--- config.mk ---
export PLATFORM = sky130hd
export DESIGN_NAME = alu_sequencer
export DESIGN_NICKNAME = d
export VERILOG_FILES = /design/src/rtl/alu_pkg.sv /design/src/rtl/div_watchdog.sv /design/src/rtl/alu_sequencer.sv
export SDC_FILE = /design/constraint.sdc
export NUM_CORES = 1
export LEC_CHECK = 0
export BUFFER_PORTS_ARGS = -buffer_cell sky130_fd_sc_hd__buf_4
export CAP_MARGIN = 20
export CORE_MARGIN = 2
export CORE_UTILIZATION = 42
export CTS_BUF_LIST = sky130_fd_sc_hd__clkbuf_8
export DETAILED_ROUTE_END_ITERATION = 7
export PLACE_DENSITY = 0.71
export SKIP_CTS_REPAIR_TIMING = 1
export SLEW_MARGIN = 20
export SYNTH_ARGS = -nofsm -noshare
export SYNTH_HDL_FRONTEND = slang
export SYNTH_SLANG_ARGS = --single-unit
export TNS_END_PERCENT = 30
--- constraint.sdc ---
create_clock -name clk -period 1.9 [get_ports clk]
set_input_delay 0.19 -clock clk [delete_from_list [all_inputs] [get_ports clk]]
set_output_delay 0.19 -clock clk [all_outputs]
set_load 0.01 [all_outputs]
--- src/rtl/alu_pkg.sv ---
// ============================================================================
// alu_pkg : shared opcodes, error codes and scheduler state encoding
// Rev 1.0
// ============================================================================
`default_nettype none

package alu_pkg;

  localparam int W_DEF = 6;

  localparam logic [1:0] OP_ADD = 2'b00;
  localparam logic [1:0] OP_SUB = 2'b01;
  localparam logic [1:0] OP_MUL = 2'b10;
  localparam logic [1:0] OP_DIV = 2'b11;

  localparam logic [1:0] ERR_OK   = 2'b00;
  localparam logic [1:0] ERR_DIV0 = 2'b01;
  localparam logic [1:0] ERR_TMO  = 2'b10;

  typedef enum logic [1:0] {
    ST_IDLE     = 2'd0,
    ST_ISSUE    = 2'd1,
    ST_WAIT_DIV = 2'd2,
    ST_HOLD     = 2'd3
  } state_e;

endpackage

`default_nettype wire

--- src/rtl/div_watchdog.sv ---
// ============================================================================
// div_watchdog : clear/enable cycle counter, flags the LIMIT-th enabled cycle
// Rev 1.0
// ============================================================================
`default_nettype none

module div_watchdog #(
  parameter int LIMIT = 15
) (
  input  logic clk,
  input  logic n_rst,
  input  logic clr_i,
  input  logic en_i,
  output logic expired_o
);

  localparam int            CW   = $clog2(LIMIT + 1);
  localparam logic [CW-1:0] LAST = CW'(LIMIT - 1);

  logic [CW-1:0] cnt_q;

  // High during the LIMIT-th enabled cycle so the owner can act on that edge.
  assign expired_o = en_i && (cnt_q == LAST);

  always_ff @(posedge clk or negedge n_rst) begin
    if (!n_rst) begin
      cnt_q <= '0;
    end else if (clr_i) begin
      cnt_q <= '0;
    end else if (en_i && !expired_o) begin
      cnt_q <= cnt_q + CW'(1);
    end
  end

endmodule

`default_nettype wire

--- src/rtl/alu_sequencer.sv ---
// ============================================================================
// alu_sequencer : schedules add/sub/mul locally and div on the shared divider
// Rev 1.0
// ============================================================================
`default_nettype none

module alu_sequencer
  import alu_pkg::*;
#(
  parameter int DIV_TIMEOUT = 15,
  parameter int W           = W_DEF
) (
  input  logic           clk,
  input  logic           n_rst,
  input  logic           op_valid,
  output logic           op_ready,
  input  logic [1:0]     op_code,
  input  logic [W-1:0]   op_a,
  input  logic [W-1:0]   op_b,
  output logic           div_start,
  output logic [W-1:0]   div_m,
  output logic [W-1:0]   div_q,
  input  logic           div_done,
  input  logic [2*W-1:0] div_result,
  output logic           res_valid,
  input  logic           res_ready,
  output logic [2*W-1:0] res_data,
  output logic [1:0]     res_err,
  output logic           busy
);

  state_e         state_q;
  logic           op_ready_q, div_start_q, res_valid_q, busy_q;
  logic [W-1:0]   div_m_q, div_q_q;
  logic [2*W-1:0] res_data_q;
  logic [1:0]     res_err_q;
  logic [2*W-1:0] a_ext, b_ext, arith_d;
  logic           accept, wd_expired;

  assign accept = (state_q == ST_IDLE) && op_valid && op_ready_q;

  // Zero-extended operands make sub wrap into a sign-extended 2W result.
  always_comb begin
    a_ext   = {{W{1'b0}}, op_a};
    b_ext   = {{W{1'b0}}, op_b};
    arith_d = '0;
    case (op_code)
      OP_ADD:  arith_d = a_ext + b_ext;
      OP_SUB:  arith_d = a_ext - b_ext;
      OP_MUL:  arith_d = a_ext * b_ext;
      default: arith_d = '0;
    endcase
  end

  div_watchdog #(
    .LIMIT(DIV_TIMEOUT)
  ) u_watchdog (
    .clk      (clk),
    .n_rst    (n_rst),
    .clr_i    (state_q == ST_ISSUE),
    .en_i     (state_q == ST_WAIT_DIV),
    .expired_o(wd_expired)
  );

  always_ff @(posedge clk or negedge n_rst) begin
    if (!n_rst) begin
      state_q     <= ST_IDLE;
      op_ready_q  <= 1'b0;
      div_start_q <= 1'b0;
      div_m_q     <= '0;
      div_q_q     <= '0;
      res_valid_q <= 1'b0;
      res_data_q  <= '0;
      res_err_q   <= ERR_OK;
      busy_q      <= 1'b0;
    end else begin
      case (state_q)
        ST_IDLE: begin
          if (accept) begin
            op_ready_q <= 1'b0;
            busy_q     <= 1'b1;
            if (op_code != OP_DIV) begin
              res_data_q  <= arith_d;
              res_err_q   <= ERR_OK;
              res_valid_q <= 1'b1;
              state_q     <= ST_HOLD;
            end else if (op_b == '0) begin
              res_data_q  <= '0;
              res_err_q   <= ERR_DIV0;
              res_valid_q <= 1'b1;
              state_q     <= ST_HOLD;
            end else begin
              div_m_q     <= op_b;
              div_q_q     <= op_a;
              div_start_q <= 1'b1;
              state_q     <= ST_ISSUE;
            end
          end else begin
            op_ready_q <= 1'b1;
          end
        end
        ST_ISSUE: begin
          div_start_q <= 1'b0;
          state_q     <= ST_WAIT_DIV;
        end
        ST_WAIT_DIV: begin
          // A done pulse on the timeout cycle still delivers the real result.
          if (div_done) begin
            res_data_q  <= div_result;
            res_err_q   <= ERR_OK;
            res_valid_q <= 1'b1;
            state_q     <= ST_HOLD;
          end else if (wd_expired) begin
            res_data_q  <= '0;
            res_err_q   <= ERR_TMO;
            res_valid_q <= 1'b1;
            state_q     <= ST_HOLD;
          end
        end
        ST_HOLD: begin
          if (res_ready) begin
            res_valid_q <= 1'b0;
            busy_q      <= 1'b0;
            op_ready_q  <= 1'b1;
            state_q     <= ST_IDLE;
          end
        end
        default: state_q <= ST_IDLE;
      endcase
    end
  end

  assign op_ready  = op_ready_q;
  assign div_start = div_start_q;
  assign div_m     = div_m_q;
  assign div_q     = div_q_q;
  assign res_valid = res_valid_q;
  assign res_data  = res_data_q;
  assign res_err   = res_err_q;
  assign busy      = busy_q;

endmodule

`default_nettype wire

==> metrics.txt, run 1 <==
# TYPE chip_impl_metric gauge
chip_impl_info{name="status",value="complete, but fails checks"} 1
chip_impl_info{name="violations",value="setup timing"} 1
chip_impl_info{name="worstSetupStartpointType",value="input pin"} 1
chip_impl_metric{name="detailed_place_hpwl",unit="um"} 7570
chip_impl_metric{name="drt_iter0_drc",unit=""} 134
chip_impl_metric{name="critPathRequiredTime",unit="ps"} 2120
chip_impl_metric{name="synthesis.yosys.warnings",unit=""} 0
chip_impl_metric{name="setup_viol_count_final",unit=""} 8
chip_impl_metric{name="remaining_drc_errors",unit=""} 0
chip_impl_metric{name="route.final.wire_length",unit="um"} 9720
chip_impl_metric{name="critical_path.max_fanout",unit=""} 6
chip_impl_metric{name="yosys.cell_types.count",unit=""} 50
chip_impl_metric{name="initial_core_util",unit="%"} 42.9
chip_impl_metric{name="vdd_ir_drop_max",unit="V"} 0.000569
chip_impl_metric{name="gr-total-overflow",unit=""} 0
chip_impl_metric{name="clockBufferDepth",unit=""} 2
chip_impl_metric{name="synth.mux.area_fraction",unit="%"} 5.34
chip_impl_metric{name="via_count_of_the_first_global_routing_pass",unit=""} 3248
chip_impl_metric{name="ctsHtreeMaxLevel",unit=""} 2
chip_impl_info{name="timing.hold.worst.class",value="in -> reg"} 1
chip_impl_metric{name="reg2regPathDepth",unit=""} 10
chip_impl_metric{name="power.leakage",unit="nW"} 2.39
chip_impl_metric{name="timing.final.crit_period",unit="ps"} 3220
chip_impl_metric{name="detail_route.wl_per_cell",unit="um"} 15.4
chip_impl_metric{name="synth-edff-count",unit=""} 0
chip_impl_metric{name="postSynthCellCount",unit=""} 400
chip_impl_metric{name="power.density",unit="nW/um2"} 1090
chip_impl_info{name="grt_setup_unrepaired",value="yes"} 1
chip_impl_metric{name="cp_peak_stage_delay",unit="ps"} 540
chip_impl_metric{name="synthArstFlopShare",unit="%"} 100
chip_impl_metric{name="adder_cell_area_share_of_the_yosys_netlist",unit="%"} 24.5
chip_impl_metric{name="grt_pass1_wl",unit="um"} 15100
chip_impl_metric{name="grt.total_usage",unit="%"} 21.3
chip_impl_info{name="path_common_cell",value="sky130_fd_sc_hd__fa_1"} 1
chip_impl_metric{name="synth_area",unit="um2"} 3490
chip_impl_metric{name="postRouteAntennaNets",unit=""} 0
chip_impl_metric{name="final_min_period_over_clock_period",unit="%"} 170
chip_impl_metric{name="layout-drive-gt1-share",unit="%"} 37.8
chip_impl_metric{name="ys_ff_latch",unit=""} 36
chip_impl_metric{name="synth_simple_gate_area_share",unit="%"} 19.7
chip_impl_info{name="reg2reg_from",value="u_watchdog.cnt_q[0]"} 1
chip_impl_metric{name="skew",unit="ps"} 10.2
chip_impl_metric{name="synth.net_count",unit=""} 488
chip_impl_metric{name="final-hold-violation-count",unit=""} 0
chip_impl_metric{name="insertedDiodeCount",unit=""} 0
chip_impl_metric{name="gpl_wtd_cong",unit=""} 0.885
chip_impl_info{name="timing.critical_path.to",value="res_data[9]"} 1
chip_impl_metric{name="ys_seq_area_share",unit="%"} 25.8
chip_impl_metric{name="post_layout_nonfiller_instances",unit=""} 631
chip_impl_metric{name="die_x",unit="um"} 95.2
chip_impl_metric{name="final_core_utilization",unit="%"} 60.6
chip_impl_metric{name="timing.final.ws_setup",unit="ps"} -1320
chip_impl_metric{name="route.detailed.vias_per_inst",unit=""} 5.24
chip_impl_info{name="synth_flop_cell",value="sky130_fd_sc_hd__dfrtp_1"} 1
chip_impl_metric{name="final-seq-area",unit="um2"} 901
chip_impl_metric{name="multi_input_area",unit="um2"} 2590
chip_impl_metric{name="max_slew_vio_count",unit=""} 0
chip_impl_metric{name="floorplan_row_count",unit=""} 33
chip_impl_metric{name="fp.dieArea",unit="um2"} 9060
chip_impl_metric{name="core_region_area",unit="um2"} 8130
chip_impl_metric{name="dieHeight",unit="um"} 95.2
chip_impl_info{name="worstPathCellList",value="buf_12 -> and2_4 -> fa_1 -> inv_2 -> fa_1 -> fa_1 -> inv_2 -> ha_4 -> nor2_2 -> a21oi_4 -> or4b_1 -> a21oi_2 -> o21ai_1 -> a21oi_1"} 1
chip_impl_metric{name="total_of_max_cap_violations",unit=""} 0
chip_impl_metric{name="area_growth_syn_to_layout",unit="%"} 41.2
chip_impl_info{name="clock-root-buffer",value="sky130_fd_sc_hd__clkbuf_8"} 1
chip_impl_metric{name="later_pin_clock_latency_in_the_skew_report",unit="ps"} 300
chip_impl_info{name="worst-setup-path-type",value="in -> reg"} 1
chip_impl_metric{name="ios",unit=""} 61
chip_impl_metric{name="dr_total_vias",unit=""} 3307
chip_impl_metric{name="fin_total_pwr",unit="mW"} 5.37
chip_impl_metric{name="tritoncts_num_sinks",unit=""} 36
chip_impl_metric{name="dp_cells",unit=""} 619
chip_impl_metric{name="synth_xor_area_share",unit="%"} 1.50
chip_impl_metric{name="final.fill_count",unit=""} 697
chip_impl_metric{name="place.port_buffers",unit=""} 60
chip_impl_info{name="end_of_the_worst_register_to_register_path",value="res_data[11]"} 1
chip_impl_metric{name="layout.nets",unit=""} 613
chip_impl_info{name="synth_top_family_by_area",value="adder cells"} 1
chip_impl_metric{name="grt_start_max_net_pins",unit=""} 37
chip_impl_info{name="crit_path_end_kind",value="flop"} 1
chip_impl_metric{name="clkSlewWorstSetupHoldPaths",unit="ps"} 70
chip_impl_info{name="crit_path_top_delay_cell",value="sky130_fd_sc_hd__fa_1"} 1
chip_impl_metric{name="grt_antenna_before_repair",unit=""} 0
chip_impl_metric{name="worst-slew-pin-transition",unit="ps"} 504
chip_impl_metric{name="drt_first_pass_iters",unit=""} 4
chip_impl_metric{name="worst_case_headroom_to_the_max_slew_limit",unit="%"} 66.3
chip_impl_metric{name="fmax",unit="MHz"} 311
chip_impl_info{name="setup.worst_path.start",value="op_a[3]"} 1
chip_impl_metric{name="r2r_setup_slack",unit="ps"} -10
chip_impl_metric{name="worstPathArrival",unit="ps"} 3450
chip_impl_metric{name="cts_buffers",unit=""} 5
chip_impl_metric{name="syn_avg_cell_area",unit="um2"} 8.73
chip_impl_info{name="clock_tree_from_tritoncts",value="yes"} 1
chip_impl_metric{name="synth_area_in_compound_gates",unit="%"} 16.3
## critical path: cells and delay by family
kind / cells / cell delay (ps)
fa+ha+maj: 4 / 1690
simple gates: 3 / 880
compound gates: 4 / 480
buf+inv: 3 / 200
## cells in the mapped netlist, types with 5 or more instances
cell type	n	area (um2)
sky130_fd_sc_hd__dfrtp_1	36	901
sky130_fd_sc_hd__nand3_1	12	60.1
sky130_fd_sc_hd__mux2_2	13	146
sky130_fd_sc_hd__fa_1	19	380
sky130_fd_sc_hd__ha_1	38	475
sky130_fd_sc_hd__nor2_1	37	139
sky130_fd_sc_hd__a21oi_1	40	200
sky130_fd_sc_hd__and3_1	5	31.3
sky130_fd_sc_hd__o21ai_0	21	105
sky130_fd_sc_hd__nand2_1	29	109
sky130_fd_sc_hd__clkbuf_1	6	22.5
sky130_fd_sc_hd__nor3_1	6	30.0
sky130_fd_sc_hd__inv_1	48	180
sky130_fd_sc_hd__nand2b_1	8	50.1
sky130_fd_sc_hd__and2_1	17	106
## state kept, by name, summed over array words and instances, names as in the netlist, 2 cells and up
signal / flops
res_err: 2
div_m: 6
res_data: 12
u_watchdog.cnt_q: 4
state_q: 2
div_q: 6
## how the worst min path moves through the flow
stage / from / to / slack (ps) / cells past startpoint
finish: div_result[7] / res_data[7] / 170 / 3
global route: div_result[7] / res_data[7] / 170 / 3
CTS: n_rst / res_data[5] / -140 / 1
detailed placement: n_rst / u_watchdog.cnt_q[3] / 180 / 1
global placement: n_rst / u_watchdog.cnt_q[3] / 180 / 1
floorplan: n_rst / busy / -110 / 0
## kinds of logic after synthesis
group           Yosys count
flops                    36
xor+xnor                  6
compound gates           91
mux                      17
buf+inv                  60
fa+ha+maj                57
simple gates            133
## power by group
part / switching, mW / internal, mW / total [mW] / leakage [nW]
Clock: 0.310 / 0.290 / 0.600 / 0.0486
Sequential: 0.185 / 1.10 / 1.29 / 0.450
Combinational: 1.76 / 1.72 / 3.48 / 1.89
## through the flow
| step | instance area (um2) | worst slack [ps] | TNS, ps | hold WS [ps] |
|---|---|---|---|---|
| 3_3_place_gp | 4580 | -1570 | -17770 | 177 |
| 3_5_place_dp | 4580 | -1650 | -18440 | 184 |
| 2_1_floorplan | 3560 | -1350 | -9650 | -106 |
| 5_1_grt | 4930 | -1400 | -9900 | 171 |
| 4_1_cts | 4680 | -1500 | -16290 | -139 |
| 6_report | 4930 | -1320 | -8830 | 167 |
## metal layers
metal / wire length (um) / global-route usage, %
met1: 4270 / 28.6
met5: 0 / 0
met3: 511 / 3.79
met2: 4800 / 35.4
met4: 132 / 5.80
## layout by cell type, fill, tap and decap left out, types with 3 or more instances in the layout
master and count:
sky130_fd_sc_hd__buf_12 3, sky130_fd_sc_hd__and2_4 4, sky130_fd_sc_hd__nand2b_1 7, sky130_fd_sc_hd__nor2_1 34, sky130_fd_sc_hd__inv_1 44, sky130_fd_sc_hd__clkbuf_8 6
sky130_fd_sc_hd__and3_1 5, sky130_fd_sc_hd__fa_1 16, sky130_fd_sc_hd__buf_6 6, sky130_fd_sc_hd__nand3_1 12, sky130_fd_sc_hd__nor3_1 6, sky130_fd_sc_hd__a21oi_2 5
sky130_fd_sc_hd__buf_4 120, sky130_fd_sc_hd__nor2_2 3, sky130_fd_sc_hd__a31oi_1 3, sky130_fd_sc_hd__inv_2 5, sky130_fd_sc_hd__a21oi_1 34, sky130_fd_sc_hd__ha_4 8
sky130_fd_sc_hd__ha_1 28, sky130_fd_sc_hd__o21ai_0 16, sky130_fd_sc_hd__o21ai_1 6, sky130_fd_sc_hd__o31ai_1 3, sky130_fd_sc_hd__mux2i_1 4, sky130_fd_sc_hd__nor2b_1 3
sky130_fd_sc_hd__nand2_1 26, sky130_fd_sc_hd__and2_1 13, sky130_fd_sc_hd__fa_2 3, sky130_fd_sc_hd__dfrtp_1 36, sky130_fd_sc_hd__mux2_2 13, sky130_fd_sc_hd__xnor2_1 4
## layout make-up
type	instances	share of cell area (%)
clock buffer	6	1.67
clock inverter	2	0.228
inverter	48	3.65
multi-input combinational	304	52.4
sequential	36	18.3
tap	105	2.66
timing repair buffer	130	21.1
(Power assumes the default switching activity.)
==> run 2: changes to the inputs <==
CORE_ASPECT_RATIO = 1.1   (was default)
REMOVE_ABC_BUFFERS = 1   (was default)
==> run 2 against run 1 <==
Net effect: combinational power increased by 2%; register-to-register slack about the same; cell area is 0.86% lower; critical path type unchanged; sequential cell count unchanged; total power up 0.25%; the run still ends with setup timing left; clock-buffer cell count shrank 1.
==> metrics.txt, run 2 (same netlist as run 1, synthesis figures left out) <==
# TYPE chip_impl_metric gauge
chip_impl_metric{name="ctsHtreeMaxLevel",unit=""} 2
chip_impl_metric{name="cp_peak_stage_delay",unit="ps"} 540
chip_impl_metric{name="detail_route.wl_per_cell",unit="um"} 15.3
chip_impl_metric{name="ios",unit=""} 61
chip_impl_metric{name="final-seq-area",unit="um2"} 901
chip_impl_info{name="worstSetupStartpointType",value="input pin"} 1
chip_impl_info{name="clock-root-buffer",value="sky130_fd_sc_hd__clkbuf_8"} 1
chip_impl_metric{name="reg2regPathDepth",unit=""} 10
chip_impl_metric{name="drt_first_pass_iters",unit=""} 4
chip_impl_info{name="clock_tree_from_tritoncts",value="yes"} 1
chip_impl_metric{name="cts_buffers",unit=""} 5
chip_impl_info{name="worst-setup-path-type",value="in -> reg"} 1
chip_impl_metric{name="later_pin_clock_latency_in_the_skew_report",unit="ps"} 300
chip_impl_metric{name="multi_input_area",unit="um2"} 2560
chip_impl_metric{name="critPathBufInv",unit=""} 5
chip_impl_metric{name="layout.nets",unit=""} 614
chip_impl_metric{name="clockBufferDepth",unit=""} 2
chip_impl_info{name="status",value="complete, but fails checks"} 1
chip_impl_metric{name="dieHeight",unit="um"} 99.6
chip_impl_metric{name="die_x",unit="um"} 90.9
chip_impl_info{name="crit_family",value="adder cells"} 1
chip_impl_info{name="crit_path_end_kind",value="flop"} 1
chip_impl_metric{name="critPathRequiredTime",unit="ps"} 2120
chip_impl_info{name="grt_setup_unrepaired",value="yes"} 1
chip_impl_metric{name="route.final.wire_length",unit="um"} 9750
chip_impl_metric{name="total_of_max_cap_violations",unit=""} 0
chip_impl_metric{name="timing.final.crit_period",unit="ps"} 3270
chip_impl_info{name="worstHoldStart",value="div_result[1]"} 1
chip_impl_info{name="violations",value="setup timing"} 1
chip_impl_metric{name="grt.total_usage",unit="%"} 21.2
chip_impl_metric{name="worstHoldPathCells",unit=""} 3
chip_impl_metric{name="grt_antenna_before_repair",unit=""} 0
chip_impl_info{name="layout.cells.most_common",value="sky130_fd_sc_hd__buf_4"} 1
chip_impl_metric{name="power.density",unit="nW/um2"} 1100
chip_impl_info{name="worstPathCellList",value="buf_4 -> buf_6 -> nand2_1 -> fa_1 -> inv_2 -> fa_1 -> inv_1 -> fa_1 -> inv_2 -> ha_4 -> o21ai_2 -> a21oi_2 -> or4b_4 -> a21oi_2 -> o21ai_1 -> a21oi_1"} 1
chip_impl_metric{name="final_min_period_over_clock_period",unit="%"} 172
chip_impl_metric{name="vdd_ir_drop_max",unit="V"} 0.000489
chip_impl_metric{name="detailed_place_hpwl",unit="um"} 7550
chip_impl_metric{name="layout-drive-gt1-share",unit="%"} 37.2
chip_impl_metric{name="r2r_setup_slack",unit="ps"} 0
chip_impl_metric{name="timing.final.ws_setup",unit="ps"} -1370
chip_impl_metric{name="largest_register_ff_count",unit=""} 12
chip_impl_metric{name="floorplan_row_count",unit=""} 34
chip_impl_metric{name="tritoncts_num_sinks",unit=""} 36
chip_impl_metric{name="postRouteAntennaNets",unit=""} 0
chip_impl_metric{name="critical_path.max_fanout",unit=""} 7
chip_impl_metric{name="grt_start_max_net_pins",unit=""} 37
chip_impl_info{name="hold_end",value="res_data[1]"} 1
chip_impl_info{name="reg2reg_from",value="u_watchdog.cnt_q[0]"} 1
chip_impl_metric{name="fmax",unit="MHz"} 306
chip_impl_metric{name="gpl_wtd_cong",unit=""} 0.863
chip_impl_info{name="crit_path_top_delay_cell",value="sky130_fd_sc_hd__fa_1"} 1
chip_impl_metric{name="power.leakage",unit="nW"} 2.39
chip_impl_info{name="timing.hold.worst.class",value="in -> reg"} 1
chip_impl_metric{name="worst_case_headroom_to_the_max_slew_limit",unit="%"} 63.3
chip_impl_metric{name="initial_core_util",unit="%"} 43.7
chip_impl_metric{name="dr_total_vias",unit=""} 3301
chip_impl_metric{name="final-hold-violation-count",unit=""} 0
chip_impl_metric{name="worst-slew-pin-transition",unit="ps"} 548
chip_impl_metric{name="route.detailed.vias_per_inst",unit=""} 5.20
chip_impl_info{name="top_library_cells_by_usage_in_the_layout_fill_and_taps_aside",value="sky130_fd_sc_hd__buf_4 (124), sky130_fd_sc_hd__inv_1 (43), sky130_fd_sc_hd__dfrtp_1 (36)"} 1
chip_impl_metric{name="drt_iter0_drc",unit=""} 139
chip_impl_metric{name="fp.dieArea",unit="um2"} 9060
chip_impl_metric{name="skew",unit="ps"} 11.7
chip_impl_metric{name="final.fill_count",unit=""} 704
chip_impl_metric{name="gr-total-overflow",unit=""} 0
chip_impl_metric{name="core_region_area",unit="um2"} 8000
chip_impl_info{name="end_of_the_worst_register_to_register_path",value="res_data[11]"} 1
chip_impl_metric{name="grt_pass1_wl",unit="um"} 15700
chip_impl_metric{name="clkSlewWorstSetupHoldPaths",unit="ps"} 90
chip_impl_metric{name="setup_viol_count_final",unit=""} 9
chip_impl_metric{name="via_count_of_the_first_global_routing_pass",unit=""} 3380
chip_impl_metric{name="dp_worst_setup_slack",unit="ps"} -1850
chip_impl_metric{name="remaining_drc_errors",unit=""} 0
chip_impl_info{name="path_common_cell",value="sky130_fd_sc_hd__fa_1"} 1
chip_impl_metric{name="max_slew_vio_count",unit=""} 0
chip_impl_metric{name="insertedDiodeCount",unit=""} 0
chip_impl_metric{name="area_growth_syn_to_layout",unit="%"} 40.0
chip_impl_metric{name="place.port_buffers",unit=""} 60
chip_impl_metric{name="worstPathArrival",unit="ps"} 3490
chip_impl_metric{name="tns",unit="ps"} -9460
run 2: routing by layer:
layer | up-vias | share of wire [%] | global-route usage (%)
li1 | 1627 | - | -
met1 | 1570 | 43 | 26.6
met3 | 16 | 4.0 | 2.65
met4 | 0 | 1.9 | 7.93
met2 | 88 | 51 | 37.3
met5 | - | 0 | 0
run 2: worst max path at each step:
| stage | endpoint | cells after the start | startpoint |
|---|---|---|---|
| finish | res_data[9] | 16 | op_b[3] |
| global route | res_data[9] | 16 | op_b[3] |
| CTS | res_data[9] | 14 | op_a[3] |
| detailed placement | res_data[9] | 14 | op_a[3] |
| global placement | res_data[9] | 14 | op_a[3] |
| floorplan | res_data[9] | 13 | op_a[3] |
run 2: worst min-delay path: cells and delay by family:
family / cells / cell delay [ps]
buf+inv: 1 / 80
compound gates: 2 / 160
run 2: layout make-up:
class,instances,share of cell area [%]
multi-input combinational,304,52.3
timing repair buffer,131,21.0
sequential,36,18.4
inverter,48,3.69
tap,108,2.76
clock buffer,5,1.41
clock inverter,3,0.384
run 2: power by group:
| part | switching (mW) | internal [mW] |
|---|---|---|
| sequential | 0.181 | 1.10 |
| combinational | 1.78 | 1.76 |
| clock | 0.304 | 0.256 |
| total | 2.26 | 3.12 |
run 2: per-stage QoR:
stage / total power [mW] / area [um2] / cells / utilization [%] / hold slack, ps
finish: 5.38 / 4890 / 635 / 61.1 / 156
global route: 5.85 / 4890 / 635 / 61.1 / 155
CTS: 5.05 / 4620 / 631 / 57.8 / -147
detailed placement: 4.47 / 4530 / 623 / 56.7 / 180
global placement: 4.38 / 4530 / 623 / 56.7 / 176
floorplan: 3.03 / 3430 / 388 / - / -106
==> run 3: changes to the inputs <==
==> constraint.sdc (replaced) <==
create_clock -name clk -period 1.9 [get_ports clk]
set_input_delay 0.095 -clock clk [delete_from_list [all_inputs] [get_ports clk]]
set_output_delay 0.095 -clock clk [all_outputs]
set_load 0.01 [all_outputs]
==> run 3 against run 2 <==
Net effect: the run still ends with setup timing left; first-iteration DRC count fell by 7.9%; sequential cell count did not move; global-route usage fell by 0.42 points; non-clock buffer count fell by 3; die area did not move; highest routed layer unchanged.
==> metrics.txt, run 3 (same netlist as run 1, synthesis figures left out) <==
# TYPE chip_impl_metric gauge
chip_impl_metric{name="via_count_of_the_first_global_routing_pass",unit=""} 3308
chip_impl_metric{name="worst_case_headroom_to_the_max_slew_limit",unit="%"} 59.9
chip_impl_metric{name="power.combinational.fraction",unit="%"} 65.4
chip_impl_metric{name="ios",unit=""} 61
chip_impl_info{name="top_library_cells_by_usage_in_the_layout_fill_and_taps_aside",value="sky130_fd_sc_hd__buf_4 (119), sky130_fd_sc_hd__inv_1 (45), sky130_fd_sc_hd__nor2_1 (36), sky130_fd_sc_hd__dfrtp_1 (36), sky130_fd_sc_hd__a21oi_1 (35)"} 1
chip_impl_metric{name="detailed_place_hpwl",unit="um"} 7320
chip_impl_metric{name="gr-total-overflow",unit=""} 0
chip_impl_metric{name="dr_total_vias",unit=""} 3240
chip_impl_metric{name="skew",unit="ps"} 6.42
chip_impl_metric{name="gpl_wtd_cong",unit=""} 0.844
chip_impl_info{name="end_of_the_worst_register_to_register_path",value="res_data[11]"} 1
chip_impl_metric{name="final_min_period_over_clock_period",unit="%"} 169
chip_impl_metric{name="total_of_max_cap_violations",unit=""} 0
chip_impl_metric{name="place.port_buffers",unit=""} 60
chip_impl_metric{name="grt_start_max_net_pins",unit=""} 37
chip_impl_info{name="timing.hold.worst.class",value="in -> reg"} 1
chip_impl_metric{name="detail_route.wl_per_cell",unit="um"} 14.8
chip_impl_metric{name="fmax",unit="MHz"} 312
chip_impl_metric{name="grt_antenna_before_repair",unit=""} 0
chip_impl_metric{name="worst-slew-pin-transition",unit="ps"} 599
chip_impl_metric{name="dieHeight",unit="um"} 99.6
chip_impl_metric{name="r2r_setup_slack",unit="ps"} 70
chip_impl_metric{name="clkSlewWorstSetupHoldPaths",unit="ps"} 70
chip_impl_info{name="grt_setup_unrepaired",value="yes"} 1
chip_impl_metric{name="worstHoldPathCells",unit=""} 3
chip_impl_metric{name="vdd_ir_drop_max",unit="V"} 0.000532
chip_impl_metric{name="critPathRequiredTime",unit="ps"} 2120
chip_impl_metric{name="later_pin_clock_latency_in_the_skew_report",unit="ps"} 290
chip_impl_metric{name="drt_iter0_drc",unit=""} 128
chip_impl_metric{name="layout.nets",unit=""} 611
chip_impl_metric{name="p_int",unit="mW"} 3.14
chip_impl_metric{name="tritoncts_num_sinks",unit=""} 36
chip_impl_metric{name="final-hold-violation-count",unit=""} 0
chip_impl_info{name="layout.cells.most_common",value="sky130_fd_sc_hd__buf_4"} 1
chip_impl_metric{name="ctsHtreeMaxLevel",unit=""} 2
chip_impl_metric{name="critical_path.max_fanout",unit=""} 4
chip_impl_metric{name="stdcell_area",unit="um2"} 4890
chip_impl_metric{name="placed_area",unit="um2"} 4500
chip_impl_metric{name="postRouteAntennaNets",unit=""} 0
chip_impl_metric{name="grt_pass1_wl",unit="um"} 15400
chip_impl_info{name="crit_path_end_kind",value="flop"} 1
chip_impl_metric{name="power.density",unit="nW/um2"} 1100
chip_impl_metric{name="floorplan_row_count",unit=""} 34
chip_impl_info{name="worstSetupStartpointType",value="input pin"} 1
chip_impl_metric{name="area_growth_syn_to_layout",unit="%"} 40.0
chip_impl_info{name="status",value="complete, but fails checks"} 1
chip_impl_info{name="clock-root-buffer",value="sky130_fd_sc_hd__clkbuf_8"} 1
chip_impl_metric{name="post_layout_nonfiller_instances",unit=""} 632
chip_impl_metric{name="clockBufferDepth",unit=""} 2
chip_impl_metric{name="remaining_drc_errors",unit=""} 0
chip_impl_metric{name="fp.dieArea",unit="um2"} 9060
chip_impl_info{name="hold_end",value="res_data[8]"} 1
chip_impl_metric{name="route.detailed.vias_per_inst",unit=""} 5.13
chip_impl_info{name="clock_tree_from_tritoncts",value="yes"} 1
chip_impl_metric{name="drt_first_pass_iters",unit=""} 4
chip_impl_metric{name="sequentialPowerShare",unit="%"} 24.0
chip_impl_metric{name="layout-drive-gt1-share",unit="%"} 37.0
chip_impl_metric{name="grt.total_usage",unit="%"} 20.7
chip_impl_metric{name="cts_buffers",unit=""} 5
chip_impl_metric{name="initial_core_util",unit="%"} 43.7
chip_impl_metric{name="swShare",unit="%"} 41.4
chip_impl_metric{name="die_x",unit="um"} 90.9
chip_impl_info{name="worstHoldStart",value="div_result[8]"} 1
chip_impl_metric{name="worstPathArrival",unit="ps"} 3430
chip_impl_metric{name="power.net_switching",unit="mW"} 2.22
chip_impl_metric{name="timing.final.ws_setup",unit="ps"} -1300
chip_impl_info{name="violations",value="setup timing"} 1
chip_impl_metric{name="route.final.wire_length",unit="um"} 9380
chip_impl_metric{name="reg2regPathDepth",unit=""} 10
chip_impl_info{name="worst-setup-path-type",value="in -> reg"} 1
chip_impl_metric{name="largest_register_ff_count",unit=""} 12
chip_impl_metric{name="dp_cells",unit=""} 619
chip_impl_metric{name="p_clk_share",unit="%"} 10.6
chip_impl_metric{name="timing.final.crit_period",unit="ps"} 3200
chip_impl_metric{name="insertedDiodeCount",unit=""} 0
chip_impl_metric{name="max_slew_vio_count",unit=""} 0
chip_impl_metric{name="power.leakage",unit="nW"} 2.37
chip_impl_metric{name="core_region_area",unit="um2"} 8000
chip_impl_info{name="reg2reg_from",value="u_watchdog.cnt_q[0]"} 1
chip_impl_metric{name="setup_viol_count_final",unit=""} 8
[run 3: worst max path at each step]
stage / cells after the start / end / startpoint
4_1_cts: 14 / res_data[9] / op_a[3]
5_1_grt: 14 / res_data[9] / op_a[3]
3_5_place_dp: 14 / res_data[9] / op_a[3]
2_1_floorplan: 13 / res_data[9] / op_a[3]
3_3_place_gp: 14 / res_data[9] / op_a[3]
6_report: 14 / res_data[8] / op_b[3]
[run 3: through the flow]
step / util [%] / power [mW] / hold slack, ps / TNS, ps / worst slack, ps
after floorplan: - / 3.03 / -201 / -15240 / -1390
after global placement: 56.3 / 4.36 / 83.3 / -17610 / -1610
after detailed placement: 56.3 / 4.44 / 84.3 / -19310 / -1720
after CTS: 57.4 / 5.03 / -238 / -16600 / -1420
after global routing: 61.1 / 5.82 / 86.0 / -10250 / -1450
final: 61.1 / 5.36 / 72.7 / -8680 / -1300
[run 3: power by group through the flow]
stage          Combinational (mW)  Sequential, mW  Clock (mW)
2_1_floorplan                1.61            1.42           0
4_1_cts                      3.17            1.28       0.585
3_5_place_dp                 3.14            1.30           0
5_1_grt                      3.89            1.33       0.610
3_3_place_gp                 3.08            1.28           0
6_report                     3.51            1.29       0.567
[run 3: layout make-up]
type | count | area, um2
Fill cell | 699 | 3110
Multi-Input combinational cell | 304 | 2580
Timing Repair Buffer | 128 | 1000
Sequential cell | 36 | 901
Inverter | 48 | 180
Tap cell | 108 | 135
Clock buffer | 6 | 82.6
Clock inverter | 2 | 10.0
[run 3: critical path, stage by stage]
cell,delay (ps)
sky130_fd_sc_hd__buf_4,130
sky130_fd_sc_hd__buf_6,120
sky130_fd_sc_hd__nand2_1,70
sky130_fd_sc_hd__fa_1,470
sky130_fd_sc_hd__fa_1,510
sky130_fd_sc_hd__fa_1,510
sky130_fd_sc_hd__inv_2,50
sky130_fd_sc_hd__ha_4,170
sky130_fd_sc_hd__a211oi_4,240
sky130_fd_sc_hd__nor3b_2,90
sky130_fd_sc_hd__or4b_1,550
sky130_fd_sc_hd__a31oi_1,180
sky130_fd_sc_hd__o21ai_1,100
sky130_fd_sc_hd__a21oi_1,150
[run 3: per-layer routing]
layer / part of all wire, % / routed length, um / global-route usage [%] / vias to the layer above
met4: 1.0 / 95 / 5.48 / 0
li1: - / - / - / 1615
met5: 0 / 0 / 0 / -
met2: 50 / 4710 / 36.0 / 68
met3: 4.1 / 388 / 3.64 / 9
met1: 45 / 4190 / 26.9 / 1548
